### config.mk
export PLATFORM = sky130hd
export DESIGN_NAME = pending_encoder_flat
export DESIGN_NICKNAME = d
export VERILOG_FILES = /design/src/rtl/pending_encoder_pkg.sv /design/src/rtl/pending_encoder_if.sv /design/src/rtl/pending_encoder_priority.sv /design/src/rtl/pending_encoder.sv /design/src/flat_wrapper.sv
export SDC_FILE = /design/constraint.sdc
export NUM_CORES = 1
export LEC_CHECK = 0
export ABC_AREA = 1
export BUFFER_PORTS_ARGS = -buffer_cell sky130_fd_sc_hd__buf_2
export CORE_AREA = 2 2 43 45
export DETAILED_ROUTE_END_ITERATION = 16
export DIE_AREA = 0 0 45 47
export GPL_TIMING_DRIVEN = 0
export PLACE_DENSITY = 0.73
export SLEW_MARGIN = 0
export SYNTH_ARGS = -nofsm -noshare
export SYNTH_HDL_FRONTEND = slang
export SYNTH_HIERARCHICAL = 1
export SYNTH_SLANG_ARGS = --single-unit
export TNS_END_PERCENT = 10
### constraint.sdc
create_clock -name clk -period 1.6 [get_ports clk]
set_input_delay 0.24 -clock clk [delete_from_list [all_inputs] [get_ports clk]]
set_output_delay 0.24 -clock clk [all_outputs]
set_load 0.02 [all_outputs]
### src/rtl/pending_encoder_pkg.sv
// Shared types and helpers for the pending-request priority encoder.
package pending_encoder_pkg;

    localparam int MAX_N = 32;

    typedef enum logic [0:0] {
        IDLE    = 1'b0,
        PRESENT = 1'b1
    } enc_state_t;

    // Returns an all-zero vector when idx is outside 0..n-1.
    function automatic logic [MAX_N-1:0] onehot(input int idx, input int n);
        onehot = '0;
        if (idx >= 0 && idx < n)
            onehot = {{(MAX_N-1){1'b0}}, 1'b1} << idx;
    endfunction

endpackage

### src/rtl/pending_encoder_if.sv
// Valid/ready index stream from the encoder to an index consumer.
interface pending_encoder_if #(parameter int W = 2);
    logic         out_valid;
    logic         out_ready;
    logic [W-1:0] out_idx;

    modport master (output out_valid, output out_idx, input  out_ready);
    modport slave  (input  out_valid, input  out_idx, output out_ready);
endinterface

### src/rtl/pending_encoder_priority.sv
// Combinational N-to-W priority encoder; the lowest set index wins.
module priority_encoder #(
    parameter int N = 4,
    parameter int W = $clog2(N)
) (
    input  logic [N-1:0] vec,
    output logic [W-1:0] idx,
    output logic         any
);
    // Scanning downward lets the lowest set bit overwrite any higher one.
    always_comb begin
        idx = '0;
        any = 1'b0;
        for (int i = N - 1; i >= 0; i--) begin
            if (vec[i]) begin
                idx = W'(i);
                any = 1'b1;
            end
        end
    end
endmodule

### src/rtl/pending_encoder.sv
// Sticky pending register, overrun flags and a two-state presenter that
// hands out one request index per valid/ready transfer.
//
//   state   | meaning
//   IDLE    | nothing presented; loads prio(pending) when any bit is set
//   PRESENT | out_idx held until accepted, then reloads from the remainder
module pending_encoder
    import pending_encoder_pkg::*;
#(
    parameter int N = 4
) (
    input  logic                clk,
    input  logic                rst,
    input  logic [N-1:0]        req,
    input  logic                en,
    input  logic                clr_overrun,
    output logic [N-1:0]        pending,
    output logic [N-1:0]        overrun,
    pending_encoder_if.master   ob
);
    localparam int W = $clog2(N);
    localparam logic [0:0] ST_IDLE    = IDLE;
    localparam logic [0:0] ST_PRESENT = PRESENT;

    logic [0:0]   state;
    logic         out_valid_q;
    logic [W-1:0] out_idx_q;

    logic         xfer;
    logic [N-1:0] ack, rem, cap;
    logic [N-1:0] pending_nxt, overrun_nxt, ovr_set;
    logic [W-1:0] pend_idx, rem_idx;
    logic         pend_any, rem_any;

    assign xfer = out_valid_q & ob.out_ready;
    assign ack  = xfer ? N'(onehot(32'(out_idx_q), N)) : '0;
    assign rem  = pending & ~ack;
    assign cap  = req & {N{en}};

    // A fresh request on the bit being acknowledged keeps it pending without overrun.
    assign pending_nxt = rem | cap;
    assign ovr_set     = cap & pending & ~ack;
    assign overrun_nxt = (clr_overrun ? '0 : overrun) | ovr_set;

    priority_encoder #(.N(N), .W(W)) u_prio_pend (
        .vec (pending),
        .idx (pend_idx),
        .any (pend_any)
    );

    priority_encoder #(.N(N), .W(W)) u_prio_rem (
        .vec (rem),
        .idx (rem_idx),
        .any (rem_any)
    );

    always_ff @(posedge clk) begin
        if (rst) begin
            state       <= ST_IDLE;
            pending     <= '0;
            overrun     <= '0;
            out_valid_q <= 1'b0;
            out_idx_q   <= '0;
        end else begin
            pending <= pending_nxt;
            overrun <= overrun_nxt;
            if (state == ST_IDLE) begin
                if (pend_any) begin
                    out_idx_q   <= pend_idx;
                    out_valid_q <= 1'b1;
                    state       <= ST_PRESENT;
                end
            end else if (xfer) begin
                if (rem_any) begin
                    out_idx_q <= rem_idx;
                end else begin
                    out_valid_q <= 1'b0;
                    state       <= ST_IDLE;
                end
            end
        end
    end

    assign ob.out_valid = out_valid_q;
    assign ob.out_idx   = out_idx_q;
endmodule

### src/flat_wrapper.sv
// flat-port wrapper written by rule: the top's interface ports become plain ports
module pending_encoder_flat import pending_encoder_pkg::*;
#(
    parameter int N = 4
)
  (clk, rst, req, en, clr_overrun, pending, overrun, ob_out_valid, ob_out_idx, ob_out_ready);
  pending_encoder_if #(.W(2)) ob_i ();
  input  logic clk;
  input  logic rst;
  input  logic [N-1:0] req;
  input  logic en;
  input  logic clr_overrun;
  output logic [N-1:0] pending;
  output logic [N-1:0] overrun;
  output wire logic [$bits(ob_i.out_valid)-1:0] ob_out_valid;
  output wire logic [$bits(ob_i.out_idx)-1:0] ob_out_idx;
  input wire logic [$bits(ob_i.out_ready)-1:0] ob_out_ready;
  assign ob_out_valid = ob_i.out_valid;
  assign ob_out_idx = ob_i.out_idx;
  assign ob_i.out_ready = ob_out_ready;
  pending_encoder #(.N(N)) u_core (.clk(clk), .rst(rst), .req(req), .en(en), .clr_overrun(clr_overrun), .pending(pending), .overrun(overrun), .ob(ob_i));
endmodule
==> impl_metrics.tcl <==
set metrics [dict create \
    status "finished clean" \
    hold_violations 0 \
    slew_viol_final 0 \
    routed_wl_um 1479 \
    nNetsFinal 136 \
    htree_levels 1 \
    fin_crit_sh_pct 89.35 \
    maxCapViolations 0 \
    async_flop_share_pct 0 \
    cts_resized 0 \
    avgSynthCellArea_sq_um 6.147 \
    crit_required_ns 1.77 \
    layout.area.seq_sq_um 245.2 \
    synthDistinctLibCells 15 \
    ys_ff_latch 12 \
    core_region_area_sq_um 1652 \
    place_congestion 0.7822 \
    clockBufferDepth 2 \
    critPathCaptureType "flop" \
    grt_overflow 0 \
    cts-root-buf "clkbuf_4" \
    synth.most_common_cell "nand2_1" \
    cts_hold_buf 0 \
    ys_seq_area_share_pct 37.94 \
    syn_area_sq_um 633.1 \
    postCtsSetupBuffers 0 \
    power.density_nw_per_um2 976.9 \
    drc 0 \
    area_delta_synth_final_pct 23.52 \
    placed_area_sq_um 749.5 \
    arrival_ns 1.60 \
    postRouteAntennaNets 0 \
    numCtsBuffers 3 \
    start_util_pct 38.33 \
    clk_pin_slew_ns 0.07 \
    tightest_slew_ns 0.4915 \
    syn-instance-count 103 \
    yosys-top-cells-count "nand2_1 (36), inv_1 (17), nor2_1 (14)" \
    synth_nets 112 \
    drt_iter0_drc 14 \
    antenna_found_initial 0 \
    synth_largest_area_cell "dfxtp_1" \
    rows 15 \
    fill_cells 184 \
    portBuffers 19 \
    io_pins 20 \
    worst-path-max-fanout 6 \
    ir_drop_mv 0.5811 \
    slew_headroom_pct 67.23 \
    crit_type "reg2reg" \
    setup-violations-final 0 \
    rsz0062_at_grt "false" \
    synth_edf_count 0 \
    die_y_um 47 \
    wl_per_cell_um 10.42 \
    diodes 0 \
    clock_latency_ns 0.27 \
    track_usage_pct 14.64 \
    dr.pass1.iters 4 \
    start_kind "flop" \
    cts.sink_count 12 \
    cts_tree "yes" \
    synth_top_area_share_pct 37.94 \
    multi_input_area_sq_um 317.8 \
    dieArea_sq_um 2115 \
    p_leak_nw 0.4155 \
    route.vias.total 680 \
    layout-drive-gt1-share_pct 25.60 \
    grt_pass1_vias 555 \
    grt_start_max_net_pins 11 \
    chipWidth_um 45 \
    clock_skew_ns 0.0009172 \
    tns_ns 0 \
    min_period_ns 1.430 \
    grt_pass1_wl_um 2221 \
    ys_top_cells_by_area "dfxtp_1 (38%), nand2_1 (21%), inv_1 (10%)" \
    synth_warnings 6 \
    hold_path_class "in2reg" \
    viasPerCell 4.789 \
    post-route-cell-area_sq_um 782.0 \
    finalPower_uw 763.9 \
    clock.fmax_mhz 699.5 \
    dp_hpwl_um 1130 \
    synthFlopType "dfxtp_1" \
]
## metrics by stage
| stage | std cells | hold slack [ns] | utilization [%] | worst slack (ns) |
|---|---|---|---|---|
| floorplan | 103 | 0.3955 | - | 0.1297 |
| global placement | 139 | 0.4516 | 45.38 | 0.1431 |
| detailed placement | 139 | 0.4545 | 45.38 | 0.1031 |
| CTS | 142 | 0.2198 | 46.74 | 0.08772 |
| global route | 142 | 0.2563 | 47.35 | 0.01729 |
| finish | 142 | 0.2161 | 47.35 | 0.1704 |
## registers in the layout, summed over array words and instances, names as in the netlist
| register | cells |
|---|---|
| u_core/ob.out_idx | 2 |
| u_core/ob.out_valid | 1 |
| u_core/overrun | 4 |
| u_core/pending | 4 |
| u_core/state | 1 |
## power breakdown
group | switching (mW) | internal, mW
registers | 0.0346 | 0.328
clock network | 0.0957 | 0.0871
logic | 0.141 | 0.0772
total | 0.271 | 0.493
## routing by layer
| metal | track usage (%) | vias to the layer above | share of wire, % |
|---|---|---|---|
| met5 | 0 | - | 0 |
| li1 | - | 361 | - |
| met3 | 3.462 | 2 | 3.7 |
| met4 | 7.059 | 0 | 0.74 |
| met1 | 18.37 | 303 | 48 |
| met2 | 23.71 | 14 | 48 |
## logic make-up (layout without fill, tap and decap cells)
family	count (synthesis)	in the layout	share of synthesized area [%]
simple gates	59	59	38.54
buf+inv	20	42	12.65
compound gates	12	12	10.87
flops	12	12	37.94
## layout by cell type, fill, tap and decap left out
cell type,n
nand2_1,35
buf_2,19
inv_1,17
nor2_1,13
dfxtp_1,10
a21oi_1,9
clkbuf_4,3
nand4_1,3
nand2_2,2
nand3_1,2
a21oi_2,2
nor3_1,2
clkinv_4,1
clkbuf_1,1
inv_2,1
nand2_4,1
a31oi_1,1
dfxtp_2,1
dfxtp_4,1
nor2_2,1
## cell type report
type,instances,share of cell area (%)
Timing Repair Buffer,19,12.16
Buffer,1,0.4800
Multi-Input combinational cell,71,40.64
Sequential cell,12,31.36
Inverter,19,9.760
Tap cell,17,2.720
Clock buffer,3,2.880
## final timing paths
path,startpoint,to,slack (ns),cells past startpoint
worst max-delay path,u_core/ob.out_valid$_SDFFE_PP0P_,u_core/ob.out_idx[1]$_SDFFE_PP0P_,0.17,13
worst min-delay path,rst,u_core/ob.out_idx[1]$_SDFFE_PP0P_,0.22,4
worst max register to register,u_core/ob.out_valid$_SDFFE_PP0P_,u_core/ob.out_idx[1]$_SDFFE_PP0P_,0.17,13
worst min register to register,u_core/overrun[2]$_SDFF_PP0_,u_core/overrun[2]$_SDFF_PP0_,0.46,2
## worst max-delay path, stage by stage (launching register included)
cell,delay [ns]
dfxtp_4,0.37
nand2_2,0.08
clkinv_4,0.05
nand2_1,0.07
nand2_1,0.08
inv_1,0.07
nor2_1,0.12
nand2_1,0.09
nand2_2,0.10
inv_1,0.04
nand2_1,0.08
nand3_1,0.07
nand2_1,0.06
nor2_1,0.04
Power figures use the tool's default switching activity.
